===== config.mk =====
export PLATFORM = sky130hd
export DESIGN_NAME = pipelined_datapath
export DESIGN_NICKNAME = d
export VERILOG_FILES = /design/src/rtl/pipelined_datapath.sv
export SDC_FILE = /design/constraint.sdc
export NUM_CORES = 1
export LEC_CHECK = 0
export CORE_ASPECT_RATIO = 2
export CORE_MARGIN = 10
export CORE_UTILIZATION = 45
export CTS_BUF_LIST = sky130_fd_sc_hd__clkbuf_16
export DETAILED_ROUTE_END_ITERATION = 8
export MAX_ROUTING_LAYER = met4
export PLACE_DENSITY = 0.68
export SLEW_MARGIN = 25
export SYNTH_ARGS = -nofsm -noshare
export SYNTH_HDL_FRONTEND = slang
export SYNTH_SLANG_ARGS = --single-unit
export TNS_END_PERCENT = 50

===== constraint.sdc =====
create_clock -name clk -period 4.3 [get_ports clk]
set_clock_uncertainty 0.1 [all_clocks]
set_input_delay 1.29 -clock clk [delete_from_list [all_inputs] [get_ports clk]]
set_output_delay 1.29 -clock clk [all_outputs]
set_load 0.01 [all_outputs]

===== src/rtl/pipelined_datapath.sv =====
// Three-stage valid/ready datapath: S1 captures operands, S2 forms the two
// (optionally saturating) sums and their XOR, S3 selects and drives the results.
// A completed-transfer counter tracks every out_valid && out_ready handshake.
module pipelined_datapath #(
  parameter int unsigned WIDTH   = 8,
  parameter int unsigned COUNT_W = 16
) (
  input  logic               clk,
  input  logic               reset,
  input  logic [WIDTH-1:0]   in_a,
  input  logic [WIDTH-1:0]   in_b,
  input  logic [WIDTH-1:0]   in_c,
  input  logic               sat_mode,
  input  logic               in_valid,
  output logic               in_ready,
  output logic [WIDTH-1:0]   out_x,
  output logic [WIDTH-1:0]   out_y,
  output logic               out_valid,
  input  logic               out_ready,
  output logic [COUNT_W-1:0] out_count
);

  // Add with optional clamp to all-ones when the carry-out is set.
  function automatic logic [WIDTH-1:0] add_op(input logic [WIDTH-1:0] a,
                                              input logic [WIDTH-1:0] b,
                                              input logic             sat);
    logic [WIDTH:0] s;
    s = {1'b0, a} + {1'b0, b};
    return (sat && s[WIDTH]) ? {WIDTH{1'b1}} : s[WIDTH-1:0];
  endfunction

  // S1: operand capture
  logic             s1_valid_q, s1_valid_d;
  logic [WIDTH-1:0] s1_a_q, s1_a_d, s1_b_q, s1_b_d, s1_c_q, s1_c_d;
  logic             s1_sat_q, s1_sat_d;
  // S2: sums and combine
  logic             s2_valid_q, s2_valid_d;
  logic [WIDTH-1:0] s2_sum1_q, s2_sum1_d, s2_sum2_q, s2_sum2_d, s2_comb_q, s2_comb_d;
  // S3: output registers
  logic             s3_valid_q, s3_valid_d;
  logic [WIDTH-1:0] s3_x_q, s3_x_d, s3_y_q, s3_y_d;
  logic [COUNT_W-1:0] count_q, count_d;

  logic             en3, en2, en1;
  logic [WIDTH-1:0] sum1_c, sum2_c;

  // Stage enables: a stage may load when its content is leaving or it is empty.
  always_comb begin
    en3 = out_ready || !s3_valid_q;
    en2 = en3 || !s2_valid_q;
    en1 = en2 || !s1_valid_q;
  end

  assign in_ready  = en1;
  assign out_x     = s3_x_q;
  assign out_y     = s3_y_q;
  assign out_valid = s3_valid_q;
  assign out_count = count_q;

  // Next-state for all three stages and the transfer counter.
  always_comb begin
    s1_valid_d = s1_valid_q;
    s1_a_d     = s1_a_q;
    s1_b_d     = s1_b_q;
    s1_c_d     = s1_c_q;
    s1_sat_d   = s1_sat_q;
    s2_valid_d = s2_valid_q;
    s2_sum1_d  = s2_sum1_q;
    s2_sum2_d  = s2_sum2_q;
    s2_comb_d  = s2_comb_q;
    s3_valid_d = s3_valid_q;
    s3_x_d     = s3_x_q;
    s3_y_d     = s3_y_q;
    count_d    = count_q;
    sum1_c     = add_op(s1_a_q, s1_b_q, s1_sat_q);
    sum2_c     = add_op(s1_b_q, s1_c_q, s1_sat_q);

    if (en1) begin
      s1_valid_d = in_valid;
      if (in_valid) begin
        s1_a_d   = in_a;
        s1_b_d   = in_b;
        s1_c_d   = in_c;
        s1_sat_d = sat_mode;
      end
    end

    if (en2) begin
      s2_valid_d = s1_valid_q;
      if (s1_valid_q) begin
        s2_sum1_d = sum1_c;
        s2_sum2_d = sum2_c;
        s2_comb_d = sum1_c ^ sum2_c;
      end
    end

    if (en3) begin
      s3_valid_d = s2_valid_q;
      if (s2_valid_q) begin
        s3_x_d = s2_comb_q[0] ? s2_sum1_q : s2_comb_q;
        s3_y_d = s2_sum1_q[1] ? s2_sum2_q : s2_sum1_q;
      end
    end

    if (s3_valid_q && out_ready) begin
      count_d = count_q + COUNT_W'(1);
    end
  end

  // State registers; reset discards anything in flight.
  always_ff @(posedge clk or posedge reset) begin
    if (reset) begin
      s1_valid_q <= 1'b0;
      s1_a_q     <= '0;
      s1_b_q     <= '0;
      s1_c_q     <= '0;
      s1_sat_q   <= 1'b0;
      s2_valid_q <= 1'b0;
      s2_sum1_q  <= '0;
      s2_sum2_q  <= '0;
      s2_comb_q  <= '0;
      s3_valid_q <= 1'b0;
      s3_x_q     <= '0;
      s3_y_q     <= '0;
      count_q    <= '0;
    end else begin
      s1_valid_q <= s1_valid_d;
      s1_a_q     <= s1_a_d;
      s1_b_q     <= s1_b_d;
      s1_c_q     <= s1_c_d;
      s1_sat_q   <= s1_sat_d;
      s2_valid_q <= s2_valid_d;
      s2_sum1_q  <= s2_sum1_d;
      s2_sum2_q  <= s2_sum2_d;
      s2_comb_q  <= s2_comb_d;
      s3_valid_q <= s3_valid_d;
      s3_x_q     <= s3_x_d;
      s3_y_q     <= s3_y_d;
      count_q    <= count_d;
    end
  end

endmodule


==> summary.md <==
| Metric | Value |
|---|---|
| Area Growth Syn to Fin | 24.42% |
| Final period utilization | 0.9092 |
| R2R Path Start | s1_b_q[0] |
| Clock buffer count from CTS | 9 |
| Final non-filler cell area | 5207 µm² |
| Worst Path Max Fanout | 3 |
| Final wirelength | around 8.7 mm |
| ANT nets after route | 0 |
| Initial Util | 0.4644 |
| Power Internal | 0.002111 W |
| Leak pwr | approximately 2.3 nW |
| Reg-to-Reg End | s2_comb_q[5] |
| Root buf cell | clkbuf_16 |
| H-tree depth | 3 |
| Mapped Area | 4185 µm² |
| Start point of the critical path | out_ready |
| RSZ-0062 raised after global routing | no |
| Post-CTS sizing | 0 |
| Hold Violations, Final | 0 |
| Distinct cells, synth | 46 |
| Crit path arrival time | approximately 2.5 ns |
| DP Area | 4891 µm² |
| Maxcap violations | 0 |
| Number of remaining DRC errors | 0 |
| R2R depth | 8 |
| Worst hold start | out_count[15] |
| Hold WC Path Type | reg2reg |
| Die Height | approximately 160 µm |
| Cell Rows | between 40 and 50 |
| Core Util, Final | 0.5778 |
| Max VDD drop | between 0.3 and 0.4 mV |
| Total power | 0.003139 W |
| Vias | 2927 |
| Startpoint class of the critical path | primary input |
| Post-Syn Nets | ~430 |
| Drt wl/cell | 15.82 µm |
| All-Layer GR Usage | 0.1357 |
| Post-synthesis async set-or-reset flop share | 1.000 |
| Most frequent cells in the layout | dfrtp_1, clkdlybuf4s50_1, nand2_1 |
| Status | completed |
| # diodes | 0 |
| Worst-skew pair later-pin latency | 0.34 ns |
| Crit path capture type | output port |
| GPL Wtd Cong | about 0.76 |
| Yosys reg bits | 84 |
| Post-DP HPWL | 6.845 mm |
| Core area | ~9000 µm² |
| Gate Count Post-Synth | 379 |
| Switch share | 0.3276 |
| Sequential area share after synthesis | 0.5022 |
| Clock sink total | 84 |
| Final setup viols | 0 |
| Via/cell ratio | about 5.3 |
| Fin. max-slew vios | 0 |
| DIE WIDTH | 88.20 µm |
| Crit path to | in_ready |
| First-pass GRT wire length | 14.50 mm |
| PortBufs | 62 |
| Nets@finish | ~500 |
| 1st-iter DRT viols | 67 |
| Setup Crit Path Kind | in2out |
| PD cells | 602.8 nW/µm² |
| Ys Warns | 0 |
| Clock share of power | 0.260 |
| Most common cell after layout, fill and taps aside | dfrtp_1 |
| Number of flops mapped to enable cells by yosys | 0 |
| Setup TNS | 0 ns |
| Share of cells above drive strength 1 | 0.1345 |
| Synthesized area per cell | 11.04 µm² |
| CP Data Required Time | just under 3 ns |
| Post-route setup slack | 0.3905 ns |
| Relative max-transition margin | 0.4298 |
| CTS tree | yes |
| Post-layout min period | 3.910 ns |
| Vias in the first global route | approximately 3000 |
| Post-CTS setup buffer count | 0 |
| Slew @ Worst Pin | 0.8532 ns |
| Antenna violations before repair | 0 |
| DR pass1 iterations | 5 |
| Sw power | just over 0.001 W |
| Primary flip-flop cell chosen by synthesis mapping | dfrtp_1 |
| Hold Buf Count CTS | 0 |
| Die Footprint | 13790 µm² |
| Worst R2R Setup Slack | 1.56 ns |
| GRT overflow | 0 |
| Sequential Power Share | 0.393 |
| Combinational power share | 0.347 |
| Dpl ws | a little under 0.4 ns |
| Fmax | 255.8 MHz |
| Largest net degree at the start of global routing | 48 |
| Worst-path clk slew | 0.06 ns |
| I/O pins | between 60 and 70 |
| Max Root-Sink Buffers | 2 |
[cell usage after synthesis (all sizes together), types with 3 or more instances]
| library cell | instances | area, µm² |
|---|---|---|
| xor2 | 11 | 96.34 |
| buf | 5 | 36.28 |
| o21ai | 43 | 222.7 |
| xnor2 | 17 | 148.9 |
| nand2b | 6 | 37.54 |
| nand3 | 8 | 40.04 |
| a21oi | 7 | 38.79 |
| clkbuf | 10 | 37.54 |
| and3 | 3 | 18.77 |
| nand2 | 55 | 206.5 |
| nor2 | 16 | 60.06 |
| o21a | 5 | 38.79 |
| inv | 4 | 15.01 |
| a2111oi | 3 | 45.05 |
| nand4 | 5 | 31.28 |
| dfrtp | 84 | 2102 |
| a211oi | 7 | 62.56 |
| mux2 | 29 | 326.6 |
| mux2i | 16 | 160.2 |
| ha | 17 | 212.7 |
| a21o | 5 | 38.79 |
[through the flow]
| step | instances | hold slack [ns] |
|---|---|---|
| 2_1_floorplan | 379 | 0.3457 |
| 5_1_grt | 548 | 0.3973 |
| 3_5_place_dp | 532 | 0.3637 |
| 3_3_place_gp | 532 | 0.3615 |
| 6_report | 548 | 0.3690 |
| 4_1_cts | 548 | 0.3744 |
[power groups by stage]
stage / combinational [W] / clock, W / sequential [W]
3_5_place_dp: 0.00110 / 0 / 0.00125
3_3_place_gp: 0.00107 / 0 / 0.00124
5_1_grt: 0.00122 / 0.000863 / 0.00127
2_1_floorplan: 0.000713 / 0 / 0.00122
6_report: 0.00109 / 0.000817 / 0.00123
4_1_cts: 0.00111 / 0.000830 / 0.00124
[final cells by class]
cell class / count / area, µm²
sequential: 84 / 2102
clock inverter: 7 / 91.34
tap: 102 / 127.6
multi-input combinational: 276 / 1994
inverter: 4 / 16.27
timing repair buffer: 66 / 650.6
fill: 786 / 3805
clock buffer: 9 / 225.2
[per-layer routing]
layer	GRT usage	routed length (µm)	up-vias
li1	-	-	1459
met4	0.07814	293	0
met5	-	0	-
met3	0.02340	322	17
met1	0.1329	3255	1392
met2	0.2399	4801	59
[worst min-delay path by stage]
stage	to	depth (start not counted)	slack (ns)
after global routing	out_x[0]	2	0.40
after floorplan	s2_sum2_q[7]	2	0.35
final	out_count[15]	1	0.37
after global placement	s2_comb_q[2]	2	0.36
after CTS	out_count[15]	1	0.37
after detailed placement	out_count[15]	1	0.36
[sequential cells by signal (all words and copies together), names as in the netlist]
register and flops:
out_count 16, out_x 8, out_y 8, s1_a_q 8, s1_b_q 8, s1_c_q 8
s2_comb_q 8, s2_sum1_q 8, s2_sum2_q 8, out_valid 1, s1_sat_q 1, s1_valid_q 1
s2_valid_q 1
[cells by family (layout without fill, tap and decap cells)]
kind of cell,Yosys count,in the layout,synth area share
flip-flops,84,84,0.5022
XOR/XNOR,28,28,0.05859
adder cells (fa/ha/maj),19,19,0.06039
AND/OR/NAND/NOR,103,103,0.1109
buffers and inverters,19,86,0.02122
AO/OA/AOI/OAI,81,81,0.1303
multiplexers,45,45,0.1163
[critical path: stages]
cell	delay (ns)
clkdlybuf4s50_1	0.44
nor2b_1	0.16
nand3_1	0.13
clkdlybuf4s50_1	0.50
No activity file was read; power rests on OpenSTA's default activity.
